$ cat src/rtl/traffic_pkg.sv
// Shared encodings, phase enumeration and phase durations for the intersection controller.
// Pure definitions; no latency or backpressure of its own.
package traffic_pkg;

  localparam logic [1:0] CAR_RED    = 2'b00;
  localparam logic [1:0] CAR_GREEN  = 2'b01;
  localparam logic [1:0] CAR_YELLOW = 2'b10;
  localparam logic [1:0] CAR_LEFT   = 2'b11;

  localparam logic [1:0] PED_RED   = 2'b00;
  localparam logic [1:0] PED_GREEN = 2'b01;
  localparam logic [1:0] PED_BLINK = 2'b10;

  localparam int unsigned DUR_GO   = 20;
  localparam int unsigned DUR_YEL  = 2;
  localparam int unsigned DUR_LEFT = 10;
  localparam int unsigned DUR_AR   = 2;

  // Walk stays solid green while the remaining count is at or above this value.
  localparam logic [5:0] PED_GREEN_MIN = 6'd6;

  typedef enum logic [3:0] {
    NS_GO    = 4'd0,
    NS_Y1    = 4'd1,
    NS_LEFT  = 4'd2,
    NS_Y2    = 4'd3,
    AR_NS    = 4'd4,
    EW_GO    = 4'd5,
    EW_Y1    = 4'd6,
    EW_LEFT  = 4'd7,
    EW_Y2    = 4'd8,
    AR_EW    = 4'd9,
    EMG_Y    = 4'd10,
    EMG_AR   = 4'd11,
    EMG_HOLD = 4'd12
  } phase_e;

  function automatic logic [5:0] phase_load(input phase_e p);
    case (p)
      NS_GO, EW_GO:                       phase_load = 6'(DUR_GO - 1);
      NS_LEFT, EW_LEFT:                   phase_load = 6'(DUR_LEFT - 1);
      NS_Y1, NS_Y2, EW_Y1, EW_Y2, EMG_Y:  phase_load = 6'(DUR_YEL - 1);
      AR_NS, AR_EW, EMG_AR:               phase_load = 6'(DUR_AR - 1);
      default:                            phase_load = 6'd0;
    endcase
  endfunction

  function automatic logic phase_axis(input phase_e p);
    phase_axis = (p == EW_GO) || (p == EW_Y1) || (p == EW_LEFT) ||
                 (p == EW_Y2) || (p == AR_EW);
  endfunction

  function automatic logic is_emg(input phase_e p);
    is_emg = (p == EMG_Y) || (p == EMG_AR) || (p == EMG_HOLD);
  endfunction

endpackage

$ cat src/rtl/phase_timer.sv
// Loadable saturating down-counter holding the remaining cycles of the current phase.
// Load takes effect on the next edge; hold freezes the count; never wraps below zero.
module phase_timer
  import traffic_pkg::*;
(
  input  logic       clk,
  input  logic       rst_n,
  input  logic       load,
  input  logic [5:0] load_val,
  input  logic       hold,
  output logic [5:0] count
);

  always_ff @(posedge clk or negedge rst_n) begin
    if (!rst_n) begin
      count <= 6'(DUR_AR - 1);
    end else if (load) begin
      count <= load_val;
    end else if (!hold && count != 6'd0) begin
      count <= count - 6'd1;
    end
  end

endmodule

$ cat src/rtl/traffic_phase_sched.sv
// Two-axis traffic phase scheduler with crosswalk/left-turn requests and emergency preemption.
// Outputs decode registered state in the same cycle; request pulses are latched, never dropped.
module traffic_phase_sched
  import traffic_pkg::*;
(
  input  logic       clk,
  input  logic       rst_n,
  input  logic [1:0] i_ped_req,
  input  logic [1:0] i_left_req,
  input  logic       i_emg_req,
  input  logic       i_emg_axis,
  output logic [1:0] o_ns_car,
  output logic [1:0] o_ew_car,
  output logic [1:0] o_ns_ped,
  output logic [1:0] o_ew_ped,
  output logic [3:0] o_phase,
  output logic [5:0] o_timer,
  output logic       o_emg_active
);

  phase_e     state_q, state_d;
  logic [5:0] timer;
  logic [5:0] load_val;
  logic       enter, t_zero;
  logic [1:0] ped_q, left_q, ped_clr, left_clr;
  logic       grant_q, emg_axis_q, yel_axis_q;
  logic [1:0] ped_show;

  assign t_zero   = (timer == 6'd0);
  assign enter    = (state_d != state_q);
  assign load_val = phase_load(state_d);

  phase_timer u_timer (
    .clk      (clk),
    .rst_n    (rst_n),
    .load     (enter),
    .load_val (load_val),
    .hold     (state_q == EMG_HOLD),
    .count    (timer)
  );

  always_comb begin
    state_d = state_q;
    case (state_q)
      NS_GO:    if (i_emg_req) state_d = i_emg_axis ? EMG_Y : EMG_HOLD;
                else if (t_zero) state_d = NS_Y1;
      EW_GO:    if (i_emg_req) state_d = i_emg_axis ? EMG_HOLD : EMG_Y;
                else if (t_zero) state_d = EW_Y1;
      NS_LEFT:  if (i_emg_req) state_d = EMG_Y;
                else if (t_zero) state_d = NS_Y2;
      EW_LEFT:  if (i_emg_req) state_d = EMG_Y;
                else if (t_zero) state_d = EW_Y2;
      // Clearance phases always run to completion before preemption.
      NS_Y1:    if (t_zero) state_d = i_emg_req ? EMG_AR : (left_q[0] ? NS_LEFT : AR_NS);
      EW_Y1:    if (t_zero) state_d = i_emg_req ? EMG_AR : (left_q[1] ? EW_LEFT : AR_EW);
      NS_Y2:    if (t_zero) state_d = i_emg_req ? EMG_AR : AR_NS;
      EW_Y2:    if (t_zero) state_d = i_emg_req ? EMG_AR : AR_EW;
      AR_NS:    if (t_zero) state_d = i_emg_req ? EMG_AR : EW_GO;
      AR_EW:    if (t_zero) state_d = i_emg_req ? EMG_AR : NS_GO;
      EMG_Y:    if (t_zero) state_d = EMG_AR;
      EMG_AR:   if (t_zero) state_d = EMG_HOLD;
      EMG_HOLD: if (!i_emg_req) state_d = emg_axis_q ? EW_Y2 : NS_Y2;
      default:  state_d = AR_EW;
    endcase
  end

  assign ped_clr  = {enter && state_d == NS_GO,   enter && state_d == EW_GO};
  assign left_clr = {enter && state_d == EW_LEFT, enter && state_d == NS_LEFT};

  always_ff @(posedge clk or negedge rst_n) begin
    if (!rst_n) begin
      state_q    <= AR_EW;
      ped_q      <= 2'b00;
      left_q     <= 2'b00;
      grant_q    <= 1'b0;
      emg_axis_q <= 1'b0;
      yel_axis_q <= 1'b0;
    end else begin
      state_q <= state_d;
      ped_q   <= (ped_q & ~ped_clr) | i_ped_req;
      left_q  <= (left_q & ~left_clr) | i_left_req;
      if (enter && state_d == NS_GO) grant_q <= ped_q[1];
      if (enter && state_d == EW_GO) grant_q <= ped_q[0];
      // Axis is frozen for the whole preemption once any EMG state is entered.
      if (enter && is_emg(state_d) && !is_emg(state_q)) emg_axis_q <= i_emg_axis;
      if (enter && state_d == EMG_Y) yel_axis_q <= phase_axis(state_q);
    end
  end

  assign ped_show = (timer >= PED_GREEN_MIN) ? PED_GREEN : PED_BLINK;

  always_comb begin
    o_ns_car = CAR_RED;
    o_ew_car = CAR_RED;
    o_ns_ped = PED_RED;
    o_ew_ped = PED_RED;
    case (state_q)
      NS_GO: begin
        o_ns_car = CAR_GREEN;
        if (grant_q) o_ew_ped = ped_show;
      end
      EW_GO: begin
        o_ew_car = CAR_GREEN;
        if (grant_q) o_ns_ped = ped_show;
      end
      NS_Y1, NS_Y2: o_ns_car = CAR_YELLOW;
      EW_Y1, EW_Y2: o_ew_car = CAR_YELLOW;
      NS_LEFT:      o_ns_car = CAR_LEFT;
      EW_LEFT:      o_ew_car = CAR_LEFT;
      EMG_Y:        if (yel_axis_q) o_ew_car = CAR_YELLOW; else o_ns_car = CAR_YELLOW;
      EMG_HOLD:     if (emg_axis_q) o_ew_car = CAR_GREEN;  else o_ns_car = CAR_GREEN;
      default: ;
    endcase
  end

  assign o_phase      = state_q;
  assign o_timer      = timer;
  assign o_emg_active = is_emg(state_q);

endmodule

$ cat config.mk
export PLATFORM = sky130hd
export DESIGN_NAME = traffic_phase_sched
export DESIGN_NICKNAME = d
export VERILOG_FILES = /design/src/rtl/traffic_pkg.sv /design/src/rtl/phase_timer.sv /design/src/rtl/traffic_phase_sched.sv
export SDC_FILE = /design/constraint.sdc
export NUM_CORES = 1
export LEC_CHECK = 0
export CAP_MARGIN = 40
export CORE_ASPECT_RATIO = 0.6
export CORE_MARGIN = 2
export CORE_UTILIZATION = 57
export CTS_BUF_LIST = sky130_fd_sc_hd__clkbuf_16
export DETAILED_ROUTE_END_ITERATION = 8
export PLACE_DENSITY = 0.85
export SLEW_MARGIN = 20
export SYNTH_ARGS = -nofsm -noshare
export SYNTH_HDL_FRONTEND = slang
export SYNTH_SLANG_ARGS = --single-unit
$ cat constraint.sdc
create_clock -name clk -period 5.95 [get_ports clk]
set_input_delay 0.595 -clock clk [delete_from_list [all_inputs] [get_ports clk]]
set_output_delay 0.595 -clock clk [all_outputs]
set_load 0.05 [all_outputs]
Word level (Yosys, flattened, before mapping)
Memory sizes are Yosys's and may differ from the RTL's.
Cells that the tools add are included.
- bits of input ports: 8
- output and inout port bits: 19
- register bits after elaboration: 17
- memories kept: 1
- logic and storage cells: 104
- bits in read-only memories: 64
- RAM bits: 0
- bits in latches: 0
- memory list (name ; depth ; bits a word ; rd ports ; clocked after Yosys merged registers in ; write ports ; line ; RTL):
    (no name shown) ; 16 ; 4 ; 1 ; 0 ; 0 ; traffic_pkg.sv:39 ; case (p)
- order comparisons: 1
- muxes and demuxes: 43
- add/subtract/negate cells: 1
- shifts and indexed selects: 0
- bitwise logic cells: 6
- eq/ne operators: 19
- div/mod/pow operators: 0
- multipliers: 0
- reduce and logical (&&, ||, !) cells: 26
- operators with widths (kind ; count):
    4-bit 2-to-1 mux ; 24
    4-bit case mux with 13 select lines ; 1
    4-bit == test, second input constant ; 8
    4-bit by 3-bit == test with 1-bit output, second input constant ; 6
    2-bit case mux with 5 select lines ; 2
    2-bit 2-to-1 mux ; 7
    4-bit by 2-bit == test with 1-bit output, second input constant ; 3
    6-bit 2-to-1 mux ; 2
    3-bit 2-to-1 mux ; 3
    1-bit logical AND ; 8
    4-bit logical NOT ; 2
    1-bit logical OR ; 8
    6-bit by 3-bit >= comparator with 1-bit output, second input constant ; 1
    6-bit logical NOT ; 1
    6-bit nonzero test ; 1
    6-bit by 1-bit subtractor with 6-bit output, second input constant ; 1
    2-bit bitwise AND ; 2
    4-bit by 1-bit == test with 1-bit output, second input constant ; 1
    1-bit 2-to-1 mux ; 4
    4-bit inequality test ; 1
    2-bit NOT ; 2
    2-bit OR ; 2
    2-bit nonzero test ; 2
    2-bit OR reduction ; 2
    1-bit logical NOT ; 2

Logic depth before layout (Yosys ltp)
- depth after elaboration: 9
- depth in mapped cells: 11
- mapped depth without buffers: 10

Hierarchy
A second synthesis with hierarchy kept.
- cells, all modules: 204
- area, all modules: 1690.4 um^2
- by module, submodules not included (module ; cells each ; seq. area each (um^2) ; area each (um^2) ; times used):
    traffic_phase_sched ; 161 ; 277.8 ; 1293.7 ; 1
    phase_timer ; 43 ; 151.4 ; 396.6 ; 1

Worst setup path before layout
No wires, ideal clock.
- path type: reg2out
- start point: register state_q[3], in the netlist o_phase[3]
- end point: output o_ns_car[0]
- setup slack: 2881 ps
- required time: 5355 ps
- path buffers: 3
- arrival time: 2474 ps
- stages on the path, launching flop included: 8
- cell sequence: dfstp_2 -> buf_2 -> buf_2 -> clkbuf_1 -> nand2_1 -> or3_1 -> nor2b_1 -> nor2_1
- cells in the longest elaborated chain, start to end: 3
- elaborated cells between the ends (all ways): 8
- classes of those cells: 5 x eq/ne; 1 x mux; 2 x reduce/logical
- RTL lines (what ; line ; RTL):
    start: declaration ; traffic_phase_sched.sv:21 ; phase_e state_q, state_d;
    start signal: assignment ; traffic_phase_sched.sv:79 ; state_q <= state_d;
    4-bit by 1-bit == test with 1-bit output / 4-bit by 2-bit == test with 1-bit output (equally long branches) ; traffic_phase_sched.sv:97 ; case (state_q)
    2-bit OR reduction ; traffic_phase_sched.sv:97 ;
    2-bit case mux with 5 select lines (*) ; traffic_phase_sched.sv:97 ;
    end: declaration ; traffic_phase_sched.sv:12 ; output logic [1:0] o_ns_car,
Every way passes the cells marked *; elsewhere a longest branch is shown, timed or not.

Final worst setup path
- start point: input i_emg_req
- end point: register yel_axis_q
- cells in the longest elaborated chain, start to end: 5
- elaborated cells between the ends (all ways): 21
- classes of those cells: 2 x eq/ne; 18 x mux; 1 x reduce/logical
- RTL lines (what ; line ; RTL):
    start: declaration ; traffic_phase_sched.sv:10 ; input logic i_emg_req,
    4-bit 2-to-1 mux, or another cell as far along (2 in a row) ; traffic_phase_sched.sv:59 ; AR_EW: if (t_zero) state_d = i_emg_req ? EMG_AR : NS_GO;
    4-bit case mux with 13 select lines (*) ; traffic_phase_sched.sv:44 ; case (state_q)
    4-bit inequality test / 4-bit == test (equally long branches) ; traffic_phase_sched.sv:30, traffic_phase_sched.sv:86 ;
    1-bit logical AND (*) ; traffic_phase_sched.sv:86 ; if (enter && state_d == EMG_Y) yel_axis_q <= phase_axis(state_q);
    end signal: assignment ; traffic_phase_sched.sv:86 ;
    end: declaration ; traffic_phase_sched.sv:26 ; logic grant_q, emg_axis_q, yel_axis_q;
Marks and branches as above.
A chain may end at the register's enable or synchronous reset.

==> flow_metrics.env <==
export IMPL_status="finished, final reports clean"
export IMPL_cts_buffers=3
export IMPL_yosysMostFrequentCell="nor2_1"
export IMPL_drc_errors=0
export IMPL_rows=14
export IMPL_async_flop_share=1.000
export IMPL_endpoint_kind="flop"
export IMPL_min_period_ns=3.377
export IMPL_portBuffers=26
export IMPL_reg2reg_to="yel_axis_q"
export IMPL_synth_edff_count=0
export IMPL_hpwl_um=3204
export IMPL_grt_max_degree=29
export IMPL_holdPathEnd="ped_q[0]"
export IMPL_critical_path_class="in2reg"
export IMPL_grt_pass1_wl_um=7272
export IMPL_post_route_period_util=0.5676
export IMPL_overflow=0
export IMPL_synthCells=203
export IMPL_worst_r2r_setup_slack_ns=2.90
export IMPL_crit_path_max_incr_delay_ns=0.73
export IMPL_slowest_stage="clkdlybuf4s50_1"
export IMPL_yosysTopAreaCell="dfrtp_1"
export IMPL_vias_per_cell=6.829
export IMPL_cts_hold_buf=0
export IMPL_start_util=0.6166
export IMPL_n_antenna_cell=0
export IMPL_ys_warn_count=0
export IMPL_synth_cell_types=60
export IMPL_core_area_um2=2575
export IMPL_io_pin_count=27
export IMPL_required_ns=6.08
export IMPL_final_nets=230
export IMPL_drv_slew=0
export IMPL_cts_tree="done"
export IMPL_cts_setup_buffers=0
export IMPL_maxCapViolations=0
export IMPL_die_area_um2=3237
export IMPL_setup_viol=0
export IMPL_worstHoldPathType="reg2reg"
export IMPL_relSlewSlack=0.4742
export IMPL_cts_resized=0
export IMPL_synthesis_nets=213
export IMPL_clk_path_buf_depth=2
export IMPL_synth_area_um2=1588
export IMPL_num_vias=1714
export IMPL_cp_cell_sequence="clkdlybuf4s50_1 -> or2_2 -> nor3b_1 -> a2111oi_0 -> a21oi_1 -> o211a_1 -> a2111o_1 -> mux2_1"
export IMPL_synth_ff_type="dfrtp_1"
export IMPL_grt_pass1_vias=1482
export IMPL_initialDrtViolationCount=171
export IMPL_finalSetupTns_ns=0
export IMPL_crit_arrival_ns=3.51
export IMPL_startpoint_type="input pin"
export IMPL_avgSynthCellArea_um2=7.822
export IMPL_startpoint="i_emg_req"
export IMPL_netlist_top_cells_area="dfrtp_1 22%, nor2_1 5.9%, dfstp_2 5.0%"
export IMPL_area_growth_syn_to_layout_pct=18.91
export IMPL_die_x_um=72.14
export IMPL_rsz0062_at_grt="false"
export IMPL_finClkSkew_ns=0.002122
export IMPL_ys_ff_latch=17
export IMPL_die_y_um=44.88
export IMPL_grtUsageTotal=0.2932
export IMPL_clk_latency_ns=0.25
export IMPL_clkTransAtPathRegs_ns=0.06
export IMPL_drive_gt1_frac=0.07763
export IMPL_synth_top_area_frac=0.2206
export IMPL_hold_ws_ns=0.4890
export IMPL_drtPass1Iterations=5
export IMPL_cts_sinks=17
export IMPL_tightest_slew_ns=0.7888
export IMPL_routed_wl_um=4432
export IMPL_hold_start="ped_q[0]"
export IMPL_rr_startpoint="u_timer.count[1]"
export IMPL_hold_violations=0
export IMPL_ys_seq_area_frac=0.2703
export IMPL_ant_nets=0
export IMPL_antenna_found_initial=0
export IMPL_r2r_cells=9
export IMPL_fmax_mhz=296.1
export IMPL_place_congestion=0.9779
export IMPL_cts_root_buf="clkbuf_16"
export IMPL_fin_util=0.7332
export IMPL_h_tree_depth=1
export IMPL_holdPathStages=1
export IMPL_wl_per_cell_um=17.66
export IMPL_critPathMaxFanout=19
export IMPL_synthTopCellsByCount="25 x nor2_1, 17 x nand2_1, 14 x dfrtp_1, 10 x inv_1"
kinds of logic after synthesis:
kind of cell	Yosys count	share of synthesized area
adders and majority gates	2	0.01576
and+or+nand+nor	87	0.2790
AOI/OAI and AO/OA	64	0.3081
muxes	4	0.02679
buffers and inverters	25	0.07801
DFF	17	0.2703
xor gates and xnor gates	4	0.02207
routing by layer:
metal / global-route usage / vias up / share of wire
li1: - / 787 / -
met1: 0.4382 / 813 / 0.48
met2: 0.4367 / 104 / 0.41
met3: 0.06920 / 10 / 0.093
met4: 0.05660 / 0 / 0.011
met5: 0 / - / 0
state kept, by name, indices dropped and copies added (netlist names):
| signal | flops |
|---|---|
| ped_q | 2 |
| u_timer.count | 6 |
| emg_axis_q | 1 |
| left_q | 2 |
| yel_axis_q | 1 |
| grant_q | 1 |
| o_phase | 4 |
cell usage in the layout, fill, tap and decap left out, types with 6 or more instances in the layout:
cell             instances
a21oi_1                  9
clkdlybuf4s50_1         26
nor2b_1                  8
nand2b_1                 9
nand2_1                 17
nor2_1                  25
inv_1                   10
nor3_1                   6
o21ai_0                  7
dfrtp_1                 14
cell type report:
class	count	area, um2
clock buffer	3	75.07
timing repair buffer	26	260.3
fill	192	686.9
inverter	11	41.29
sequential	17	429.2
multi-input combinational	161	1035
clock inverter	1	7.507
tap	32	40.04
worst max-delay path by stage:
stage                   to  cells past startpoint
2_1_floorplan  o_ns_car[0]                      7
3_3_place_gp    yel_axis_q                      8
3_5_place_dp    yel_axis_q                      8
4_1_cts         yel_axis_q                      8
5_1_grt         yel_axis_q                      8
6_report        yel_axis_q                      8
critical path: cells and delay by family:
family,cells,cell delay (ns)
AO/OA/AOI/OAI,4,1.25
buffers and inverters,1,0.73
multiplexers,1,0.32
AND/OR/NAND/NOR,2,0.61
stage by stage:
stage               worst slack (ns)  area (um2)  cells
floorplan                      2.881        1588    203
finish                         2.573        1888    251
global route                   2.396        1888    251
CTS                            2.644        1888    251
detailed placement             2.400        1805    247
global placement               2.476        1805    247
Power is not shown: default switching activity piles up to over one toggle a cycle in this logic, so the estimate is an artifact.
==> RTL change 1, RTL diff (config.mk and constraints unchanged) <==
Register the outputs `o_timer` and `o_emg_active`, with the module's reset; this adds one clock of latency there. The other outputs are not delayed to match.
--- a/src/rtl/traffic_phase_sched.sv
+++ b/src/rtl/traffic_phase_sched.sv
@@ -116,4 +116,11 @@
   assign o_phase      = state_q;
-  assign o_timer      = timer;
-  assign o_emg_active = is_emg(state_q);
+  always_ff @(posedge clk or negedge rst_n) begin
+    if (!rst_n) begin
+      o_timer      <= '0;
+      o_emg_active <= '0;
+    end else begin
+      o_timer      <= timer;
+      o_emg_active <= is_emg(state_q);
+    end
+  end
 
Function: changed (a bounded check fails within 4 cycles, from zero or initial values and one cycle with rst_n low).
==> RTL change 1 against the unedited design <==
Sequential cell count is 7 higher. Final area is 17% higher. Die area is 16% higher. Critical path depth is 4 lower. Core utilization is 0.97 points higher. Critical path type is now flip-flop to output port. Synthesized cell count is 9.4% higher. Wire length is 15% higher. Area after synthesis is 17% higher. Setup slack worse by 0.045 ns. Fmax is 1.3% lower.
==> RTL change 1: results (changes against the unedited design) <==
Run status
  • Status: completed

Yosys
  • Syn Nets: 232 (+8.9%)
  • Synth top area cells: dfrtp_1, o21ai_0, nor2_1
  • Netlist cell types: 68 (+13%)
  • Sequential share of the synthesized area: 32.6% (+5.5 points)
  • Most frequent cells after synthesis: nor2_1, dfrtp_1, o21ai_0
  • Yosys warnings: 0 (unchanged)

Worst setup path
  • Critical Path Fanout Max: 22 (+3)
  • Worst stage delay on the critical path: 0.81 ns (+0.08 ns)
  • CP Data Arrival Time: 2.83 ns (-0.68 ns)
  • Worst r2r src: o_phase[2]
  • RR Endpoint: yel_axis_q
  • R2r worst-path depth: 7 (-2)
  • Reg-to-reg slack, setup: 2.82 ns (-0.08 ns)
  • Delay-heaviest family, CP: simple AND/OR/NAND/NOR gates

Routing
  • Final WL: 5100 um (+15%)
  • DR iter-0 viols: 281 (+64%)
  • Via/cell ratio: 6.71 (-1.7%)
  • Antenna Nets Post-Route: 0 (unchanged)

Place
  • GPL Wtd Cong: 1.05 (+7.1%)
  • IO Port Bufs: 26 (unchanged)
  • Post-DP HPWL: 3570 um (+11%)

Layout
  • Share of cells above drive strength 1: 10.4% (+2.7 points)
  • Nets: 251 (+9.1%)

Timing
  • Slew HR: 49.9% (+2.5 points)
  • Final Skew: 0.00142 ns (-0.000703 ns)
  • Hold Slack: 0.425 ns (-0.0641 ns)

Global route
  • Vias in the first global route: 1600 (+8.0%)
  • First-pass GRT wire length: 8040 um (+11%)
  • Largest net degree at the start of global routing: 29 (unchanged)
  • Total GRT Usage: 28.1% (-1.2 points)
  • Initial antenna violation count: 0 (unchanged)

Min path
  • HP Start: u_timer.count[0]
  • Hold path endpoint: o_timer[0]
  • Worst hold-check path type: flip-flop to flip-flop
  • WHS Path Cells: 0 (-1)

CTS
  • Setup Buffers After CTS: 0 (unchanged)
  • CTS max path bufs: 2 (unchanged)
  • Worst skew pair latency: around 0.26 ns
  • Post-CTS Resized: 0 (unchanged)
  • Clk pin slew, worst setup/hold paths: 0.06 ns (about the same)

Pwr
  • Leakage power: ~0.84 nW
## RTL change 1: routing by layer
metal / part of all wire [%] / wire length [um] / global-route usage (%) / vias to the layer above
li1: - / - / - / 855
met1: 45 / 2280 / 40.3 / 865
met4: 1.9 / 99 / 6.07 / 0
met5: 0 / 0 / 0 / -
met3: 13 / 660 / 6.48 / 23
met2: 40 / 2060 / 44.7 / 149
## RTL change 1: worst max-delay path by stage
stage / cells past startpoint / end / startpoint
after floorplan: 6 / o_ns_car[0] / o_phase[3]
after global placement: 9 / yel_axis_q / i_emg_req
after detailed placement: 9 / yel_axis_q / i_emg_req
after CTS: 4 / o_ns_ped[1] / o_phase[2]
after global routing: 4 / o_ns_ped[1] / o_phase[2]
final: 4 / o_ns_ped[1] / o_phase[2]
## RTL change 1: through the flow
step / cells / power [W] / setup WS, ns / cell area (um2) / utilization (%)
after floorplan: 222 / 0.00106 / 2.98 / 1860 / -
after global placement: 277 / 0.00127 / 2.61 / 2100 / 70.3
after detailed placement: 278 / 0.00127 / 2.50 / 2110 / 70.8
after CTS: 282 / 0.00148 / 2.61 / 2220 / 74.3
after global routing: 282 / 0.00159 / 2.44 / 2220 / 74.3
final: 282 / 0.00151 / 2.53 / 2220 / 74.3
## RTL change 1: cells by family after synthesis
group                    Yosys count  share of synthesized area, %
buffers and inverters             24                          6.07
AO/OA/AOI/OAI                     72                          27.8
AND/OR/NAND/NOR                   94                          29.1
flip-flops                        24                          32.6
adder cells (fa/ha/maj)            2                          1.35
multiplexers                       3                          1.75
XOR/XNOR                           3                          1.42
## RTL change 1: area by class of cell
cell class | count | area, um2
timing repair buffer | 27 | 275
multi-input combinational | 174 | 1140
sequential | 24 | 604
clock inverter | 1 | 30.0
inverter | 11 | 41.3
tap | 42 | 52.6
clock buffer | 3 | 75.1
fill | 223 | 767
## RTL change 1: where the power goes
part	switching, W	total [W]	leakage [nW]	internal (W)
Sequential	0.000132	0.000365	0.282	0.000233
Clock	0.0000565	0.000190	0.0511	0.000134
Combinational	0.000607	0.000955	0.510	0.000349
==> RTL change 2, RTL diff (same flow settings) <==
Made on the original files. Reset style: synchronous (`rst_n`), changed in 2 clocked blocks.
--- a/src/rtl/phase_timer.sv
+++ b/src/rtl/phase_timer.sv
@@ -13,3 +13,3 @@
 
-  always_ff @(posedge clk or negedge rst_n) begin
+  always_ff @(posedge clk) begin
     if (!rst_n) begin
--- a/src/rtl/traffic_phase_sched.sv
+++ b/src/rtl/traffic_phase_sched.sv
@@ -69,3 +69,3 @@
 
-  always_ff @(posedge clk or negedge rst_n) begin
+  always_ff @(posedge clk) begin
     if (!rst_n) begin
Function: differs if rst_n is asserted again (counterexample within 4 cycles, from zero or initial values and one cycle with rst_n low); with rst_n held inactive, the same outputs for 10 cycles.
==> RTL change 2 against the unedited design <==
Setup slack improved by 0.0034 ns. Critical path type is now flip-flop to output port. Wire length rose by 13%. Count of clock-buffer cells in the layout did not move. Critical endpoint is now o_emg_active. Area after synthesis rose by 9.2%. Sequential cell count did not move. Final area rose by 7.1%.
==> RTL change 2: results (changes against the unedited design) <==
Place
  • Placed insts: 283 (+15%)
  • Dpl cell area: 0.00191 mm2 (+5.9%)
  • GPL Wtd Cong: 0.969 (-0.89%)
  • Post-Place Worst Slack: 2.55 ns (+0.146 ns)
  • Post-DP HPWL: 3510 um (+9.6%)

Routing
  • Vias post-DR: 1878 (+9.6%)
  • Final WL: 5010 um (+13%)
  • DR iter-0 viols: 241 (+41%)
  • Wire length on met2: 1970 um (+7.8%)
  • DR WL met3: 641 um (+56%)

Yosys
  • Synth Area in Adders: 1.44% (-0.13 points)
  • Netlist cell types: 63 (+5.0%)
  • Mux contribution to synthesized area: 2.31% (-0.37 points)
  • Fraction of registers with async set/reset: 0% (-100 points)
  • Most frequent cells after synthesis: nor2_1, dfxtp_1, nand2_1
  • Synth top area cells: dfxtp_1, nor2_1, clkbuf_8
  • Synth Area in Compound Gates: 33.8% (+3.0 points)
  • Sequential share of the synthesized area: 19.6% (-7.4 points)
  • Syn Nets: 241 (+13%)
  • XOR/XNOR Fraction of Synth Area: 2.02% (-0.19 points)
  • Syn avg cell area: 7.51 um2 (-4.0%)

Worst setup path
  • Reg-to-reg slack, setup: 2.83 ns (-0.07 ns)
  • CP Data Arrival Time: 2.78 ns (-0.73 ns)
  • Delay-heaviest family, CP: buffers and inverters
  • RR Endpoint: yel_axis_q
  • Worst stage delay on the critical path: 0.86 ns (+0.13 ns)
  • Highest-delay cell along the critical path: dfxtp_1
  • Worst r2r src: o_phase[3]
  • R2r worst-path depth: 8 (-1)

Global route
  • Vias in the first global route: 1567 (+5.7%)
  • GR Layer Usage met1: 46.4% (+2.6 points)
  • M3 GR Usage: 11.2% (+4.2 points)
  • Met2 usage: 41.2% (-2.4 points)
  • First-pass GRT wire length: 8050 um (+11%)

Min path
  • WHS Path Cells: 2 (+1)
  • HP Start: yel_axis_q
  • Hold path endpoint: yel_axis_q

Layout
  • Multi-In Gates: 188 (+17%)
  • Fill cell count: 250 (+30%)
  • Non-filler cells, final: 289 (+15%)
  • Nets: 258 (+12%)
  • Seq/total area: 16.8% (-5.9 points)
  • FFs & Latches: 17 (unchanged)
  • Layout clock area frac: 3.96% (-0.41 points)
  • Layout Utilization: 70.0% (-3.4 points)
  • Share of cells above drive strength 1: 13.8% (+6.0 points)

Run status
  • Status: completed

Timing
  • Final Skew: 0.00283 ns (+0.000704 ns)
  • Hold Slack: 0.482 ns (-0.00684 ns)
  • Slew HR: 44.3% (-3.1 points)

Pwr
  • Final Power: 0.00135 W
[RTL change 2: cell types whose count changed after synthesis, moves of 4 or more]
cell	before	now
dfxtp_1	0	17
a211o_1	5	0
o21ai_0	7	16
a21oi_1	9	15
clkbuf_8	0	6
o32ai_1	0	4
nand2b_1	9	5
a31oi_1	5	10
dfrtp_1	14	0
[RTL change 2: worst max-delay path by stage]
stage,start,endpoint,slack (ns),depth (start not counted)
after floorplan,o_phase[0],o_ew_car[1],3.07,4
after global placement,i_emg_req,yel_axis_q,2.54,9
after detailed placement,i_emg_req,yel_axis_q,2.55,9
after CTS,o_phase[3],o_emg_active,2.61,3
after global routing,o_phase[3],o_emg_active,2.43,3
final,o_phase[3],o_emg_active,2.58,3
[RTL change 2: cells by family after synthesis]
logic type      count (synthesis)
simple gates                   97
compound gates                 81
buf+inv                        26
flops                          17
xor+xnor                        4
mux                             4
fa+ha+maj                       2
